<file path="config.mk">
export PLATFORM = sky130hd
export DESIGN_NAME = matrix_win_ctrl
export DESIGN_NICKNAME = d
export VERILOG_FILES = /design/src/rtl/matrix_win_pkg.sv /design/src/rtl/mwc_xy_counter.sv /design/src/rtl/matrix_win_ctrl.sv
export SDC_FILE = /design/constraint.sdc
export NUM_CORES = 1
export LEC_CHECK = 0
export CAP_MARGIN = 5
export CORE_UTILIZATION = 35
export DETAILED_ROUTE_END_ITERATION = 6
export PLACE_DENSITY = 0.68
export SYNTH_ARGS = -nofsm -noshare
export SYNTH_HDL_FRONTEND = slang
export SYNTH_SLANG_ARGS = --single-unit
</file>
<file path="constraint.sdc">
create_clock -name video_clk -period 6.19 [get_ports video_clk]
set_input_delay 1.857 -clock video_clk [delete_from_list [all_inputs] [get_ports video_clk]]
set_output_delay 1.857 -clock video_clk [all_outputs]
set_load 0.05 [all_outputs]
</file>
<file path="src/rtl/matrix_win_pkg.sv">
// Shared types and helpers for the 3x3 window frame sequencer.
// State encoding and a constant-safe ceil(log2) for port widths.
package matrix_win_pkg;

  typedef enum logic [1:0] {
    IDLE  = 2'd0,
    PRIME = 2'd1,
    RUN   = 2'd2,
    FLUSH = 2'd3
  } state_t;

  function automatic int clog2(input int v);
    int r;
    r = 0;
    while ((1 << r) < v) r++;
    return r;
  endfunction

endpackage

</file>
<file path="src/rtl/mwc_xy_counter.sv">
// Pixel column/line counter for the window sequencer.
// Clear has priority over accept; x wraps at the last column.
module mwc_xy_counter
  import matrix_win_pkg::*;
#(
  parameter int W  = 1920,
  parameter int H  = 1080,
  parameter int XW = clog2(W + 1),
  parameter int YW = clog2(H + 1)
) (
  input  logic          clk,
  input  logic          rst_n,
  input  logic          acc,
  input  logic          clear,
  output logic [XW-1:0] x,
  output logic [YW-1:0] y,
  output logic          wrap,
  output logic          last_line
);

  assign wrap      = (x == XW'(W - 1));
  assign last_line = (y == YW'(H - 1));

  // advance position on each accepted pixel
  always_ff @(posedge clk or negedge rst_n) begin
    if (!rst_n) begin
      x <= '0;
      y <= '0;
    end else if (clear) begin
      x <= '0;
      y <= '0;
    end else if (acc) begin
      if (wrap) begin
        x <= '0;
        y <= y + 1'b1;
      end else begin
        x <= x + 1'b1;
      end
    end
  end

endmodule

</file>
<file path="src/rtl/matrix_win_ctrl.sv">
// Frame sequencer for the two-line-FIFO 3x3 window generator.
// Optional line-length check: define MATRIX_WIN_LEN_CHECK_EN.
module matrix_win_ctrl
  import matrix_win_pkg::*;
#(
  parameter int IMG_WIDTH  = 1920,
  parameter int IMG_HEIGHT = 1080,
  parameter int BORDER_LAT = 2
) (
  input  logic                             video_clk,
  input  logic                             rst_n,
  input  logic                             video_vs,
  input  logic                             video_de,
  output logic                             lb_fifo_rst,
  output logic                             lb_wr_en,
  output logic                             lb_rd_en,
  output logic                             gen_de,
  output logic [clog2(IMG_WIDTH+1)-1:0]    x_cnt,
  output logic [clog2(IMG_HEIGHT+1)-1:0]   y_cnt,
  output logic                             win_border,
  output logic                             frame_done,
  output logic                             busy,
  output logic                             err_len
);

  localparam int XW = clog2(IMG_WIDTH + 1);
  localparam int YW = clog2(IMG_HEIGHT + 1);

  state_t                state;
  logic                  vs_d;
  logic                  vs_rise;
  logic                  acc;
  logic                  wrap;
  logic                  last_line;
  logic                  flush_end;
  logic                  edge_hit;
  logic [BORDER_LAT-1:0] bsr;

  assign vs_rise   = video_vs & ~vs_d;
  assign gen_de    = (state == FLUSH);
  assign busy      = (state != IDLE);
  assign flush_end = gen_de & wrap;

  // pixel accept source depends on the phase
  always_comb begin
    acc = 1'b0;
    unique case (state)
      IDLE:        acc = 1'b0;
      PRIME, RUN:  acc = video_de;
      FLUSH:       acc = gen_de;
    endcase
  end

  mwc_xy_counter #(
    .W  (IMG_WIDTH),
    .H  (IMG_HEIGHT),
    .XW (XW),
    .YW (YW)
  ) u_xy (
    .clk       (video_clk),
    .rst_n     (rst_n),
    .acc       (acc),
    .clear     (vs_rise | flush_end),
    .x         (x_cnt),
    .y         (y_cnt),
    .wrap      (wrap),
    .last_line (last_line)
  );

  // line FIFO enables, zero latency; a restarting pixel is dropped
  always_comb begin
    lb_wr_en = 1'b0;
    lb_rd_en = 1'b0;
    if (!vs_rise && !err_len) begin
      unique case (state)
        IDLE: ;
        PRIME: lb_wr_en = video_de;
        RUN: begin
          lb_wr_en = video_de & (y_cnt < YW'(IMG_HEIGHT - 1));
          lb_rd_en = video_de;
        end
        FLUSH: lb_rd_en = gen_de;
      endcase
    end
  end

  // frame sequencing, restart pulse and completion pulse
  always_ff @(posedge video_clk or negedge rst_n) begin
    if (!rst_n) begin
      state       <= IDLE;
      vs_d        <= 1'b0;
      lb_fifo_rst <= 1'b0;
      frame_done  <= 1'b0;
    end else begin
      vs_d        <= video_vs;
      lb_fifo_rst <= vs_rise;
      frame_done  <= 1'b0;
      if (vs_rise) begin
        state <= PRIME;
      end else begin
        unique case (state)
          IDLE:  state <= IDLE;
          PRIME: if (acc & wrap) state <= RUN;
          RUN:   if (acc & wrap & last_line) state <= FLUSH;
          FLUSH: if (flush_end) begin
            state      <= IDLE;
            frame_done <= 1'b1;
          end
        endcase
      end
    end
  end

  // flush line sits at y = IMG_HEIGHT, so it is always border
  assign edge_hit = acc & ((x_cnt == '0) | wrap | (y_cnt == '0) |
                           (y_cnt >= YW'(IMG_HEIGHT - 1)));

  // align border flag with the window datapath output
  always_ff @(posedge video_clk or negedge rst_n) begin
    if (!rst_n) begin
      bsr <= '0;
    end else begin
      bsr[0] <= edge_hit;
      for (int i = 1; i < BORDER_LAT; i++) bsr[i] <= bsr[i-1];
    end
  end

  assign win_border = bsr[BORDER_LAT-1];

`ifdef MATRIX_WIN_LEN_CHECK_EN
  localparam int RW = clog2(IMG_WIDTH + 2);

  logic [RW-1:0] run_cnt;
  logic          de_d;
  logic          run_bad;

  assign run_bad = de_d & ~video_de &
                   ((state == PRIME) | (state == RUN)) &
                   (run_cnt != RW'(IMG_WIDTH));

  // measure each DE run; a run cut by a restart is discarded
  always_ff @(posedge video_clk or negedge rst_n) begin
    if (!rst_n) begin
      run_cnt <= '0;
      de_d    <= 1'b0;
      err_len <= 1'b0;
    end else if (vs_rise) begin
      run_cnt <= '0;
      de_d    <= 1'b0;
      err_len <= 1'b0;
    end else begin
      de_d <= video_de;
      if (video_de) begin
        if (run_cnt != RW'(IMG_WIDTH + 1)) run_cnt <= run_cnt + 1'b1;
      end else begin
        run_cnt <= '0;
      end
      if (run_bad) err_len <= 1'b1;
    end
  end
`else
  assign err_len = 1'b0;
`endif

endmodule

</file>
==> results.md <==
* Top FF cell, synth: dfrtp_1
* Layout Skew at 9.11 ps
* Worst slew margin relative to its limit at 0.463
* Area leader, netlist: dfrtp_1
* Syn_nets at 205
* Yosys top cell area share at 0.419
* Hpwl dp at 2810 um
* Largest net degree at the start of global routing at 30
* Yosys reg bits at 29
* 1st-iter DRT viols at 112
* Min Tclk post-route at 5680 ps
* Total CTS buffers at 5
* Post-Syn Area at 0.00173 mm^2
* Clock Latency Late Sink at 290 ps
* Core Box Area at 0.00475 mm^2
* Async SR Flop Fraction at 1.00
* ANT cells at 0
* Synth top area cells: dfrtp_1, ha_1, a21oi_1
* Cts hold-fix bufs at 0
* P&R area growth vs syn at 28.5%
* Antenna-violating nets left at 0
* Average size of a mapped cell at 9.02 um^2
* Layout cells sized above 1 at 0.0752
* Mux cell area share after synthesis at 0.00867
* Initial DRT Pass Iterations at 4
* Root Buffer: clkbuf_8
* Status: finished clean
* DRC at 0
* CP required at 4330 ps
* Die width at 72.3 um
* Worst Tran Pin Value at 799 ps
* Die height at 72.3 um
* Synth cell count leaders: dfrtp_1, nor2_1, a21oi_1, nand2_1
* Compound-Gate Fraction of Synth Area at 0.144
* Post-synthesis sequential area ratio at 0.419
* Placed cell area at 0.00211 mm^2
* Aggregate global routing overflow at 0
* Post-Route WL at 3890 um
* CTS tree: yes
* CTS sink cnt at 29
* Die area at 0.00523 mm^2
* Leakage at 0.937 nW
* Total Neg Setup Slack at 0 ps
* GR Util All Layers at 0.164
* Clock buffer depth at 2
* CTS clk-pin slew, worst paths at 60 ps
* DR WL met2 at 1810 um
* Critical Path End Type: output pin
* DR WL/cell at 13.3 um
* Peak supply drop at 120 uV
* Met1 Routed Length at 1850 um
* Initial Utilization at 0.364
* Hold Path Class: register to register
* Num rows at 25
* Synth Warn # at 0
* Nets at 238
* CTS H-tree lvls at 2
* Fmax at 0.176 GHz
* Postcts setup bufs at 0
* Filler Cells Inserted at 478
* Adder-cell share of the synthesized area at 0.0650
* Vias in the first global route at 1395
* Top sig layer: met4
* GP Congestion at 0.815
* Cell area power density at 298 mW/mm^2
* Post-synth EDFFs at 0
* Worst Path Max Fanout at 12
* Area share of xor/xnor cells in the synthesized design at 0.0506
* CP Launch Type: primary input
* Crit Path Category: primary input to output pin
* Sequential cell area at 726 um^2
* Max-cap violations at 0
* Main combinational cell family by area after synthesis: simple AND/OR/NAND/NOR gates
* Vias per inst at 5.16
* Area of the multi-input gates at 930 um^2
* Final clock period utilization by the worst path at 0.917
* Fin. max-slew vios at 0
* Setup Viol. Count Final at 0
* RSZ-0062 raised after global routing: false
* Simple-Gate Fraction of Synth Area at 0.267
* Final hold vios at 0
* Port Buf Inserts at 32
* First-pass GRT wire length at 6630 um
* Yosys cell types at 43
* Crit path DAT at 3820 ps
* Initial antenna violation count at 0
* Io pins at 34
* Post-Syn Instances at 192
* Routed wl met3 at 172 um
* DR vias at 1511
* # resized after CTS at 0
* Most frequent cell after synthesis: dfrtp_1
* Post-route design area at 0.00222 mm^2
-- stage by stage --
stage | setup WS [ps] | instances | utilization | power [mW] | hold slack [ps]
global route | 342 | 293 | 0.468 | 0.701 | 368
CTS | 514 | 293 | 0.468 | 0.669 | 352
global placement | 595 | 285 | 0.443 | 0.464 | 336
finish | 511 | 293 | 0.468 | 0.664 | 349
detailed placement | 524 | 285 | 0.443 | 0.465 | 338
floorplan | 940 | 192 | - | 0.399 | 331
-- per-layer routing --
metal  global-route usage  vias to the layer above
met2                0.256                       38
met3               0.0403                        5
li1                     -                      751
met5                    0                        -
met4               0.0719                        0
met1                0.214                      717
-- worst max-delay path, cell delays in order --
cell and delay [ps]:
clkdlybuf4s50_1 420, nand2b_1 210, inv_1 250, nor3_1 250
clkdlybuf4s50_1 830
-- path summary, 6_finish.rpt --
check / from / endpoint / slack (ps) / cells after the start
max: video_vs / lb_wr_en / 510 / 5
min: bsr[0] / bsr[1] / 350 / 0
max reg2reg: state[0] / u_xy.y[10] / 3790 / 7
min reg2reg: bsr[0] / bsr[1] / 350 / 0
max in group asynchronous: rst_n / state[0] / 3960 / 2
min in group asynchronous: rst_n / u_xy.y[0] / 1950 / 2
-- cells in the final DEF, fill, tap and decap left out, types with 2 or more instances in the layout --
| cell type | n |
|---|---|
| clkdlybuf4s50_1 | 32 |
| dfrtp_1 | 29 |
| nor2_1 | 21 |
| nand2_1 | 16 |
| a21oi_1 | 16 |
| inv_1 | 9 |
| xor2_1 | 9 |
| ha_1 | 9 |
| nand4_1 | 8 |
| o21ai_1 | 7 |
| nand3_1 | 7 |
| and3_1 | 6 |
| clkbuf_8 | 6 |
| nor3_1 | 5 |
| or4_1 | 4 |
| and2_1 | 4 |
| or3_1 | 3 |
| nor4_1 | 2 |
| nand4b_1 | 2 |
| a21oi_2 | 2 |
| a21o_1 | 2 |
| o21ai_0 | 2 |
| a211oi_1 | 2 |
| buf_4 | 2 |
-- sequential cells by signal, indices dropped and copies added, names as in the netlist --
name,count
bsr,2
frame_done,1
lb_fifo_rst,1
state,2
u_xy.x,11
u_xy.y,11
vs_d,1
-- where the power goes --
group          switching (mW)  internal (mW)
sequential             0.0165          0.207
combinational           0.159         0.0784
clock                  0.0719          0.131
total                   0.247          0.416
-- layout make-up --
cell class,instances,share of cell area
clock buffer,7,0.0388
inverter,9,0.0152
sequential,29,0.326
clock inverter,1,0.0135
timing repair buffer,34,0.151
tap,67,0.0377
multi-input combinational,146,0.418
-- logic make-up after synthesis --
| logic type | Yosys count |
|---|---|
| xor gates and xnor gates | 10 |
| and+or+nand+nor | 85 |
| other | 1 |
| adders and majority gates | 9 |
| muxes | 1 |
| buffers and inverters | 17 |
| AOI/OAI and AO/OA | 40 |
| DFF | 29 |
Power figures use the tool's default switching activity.
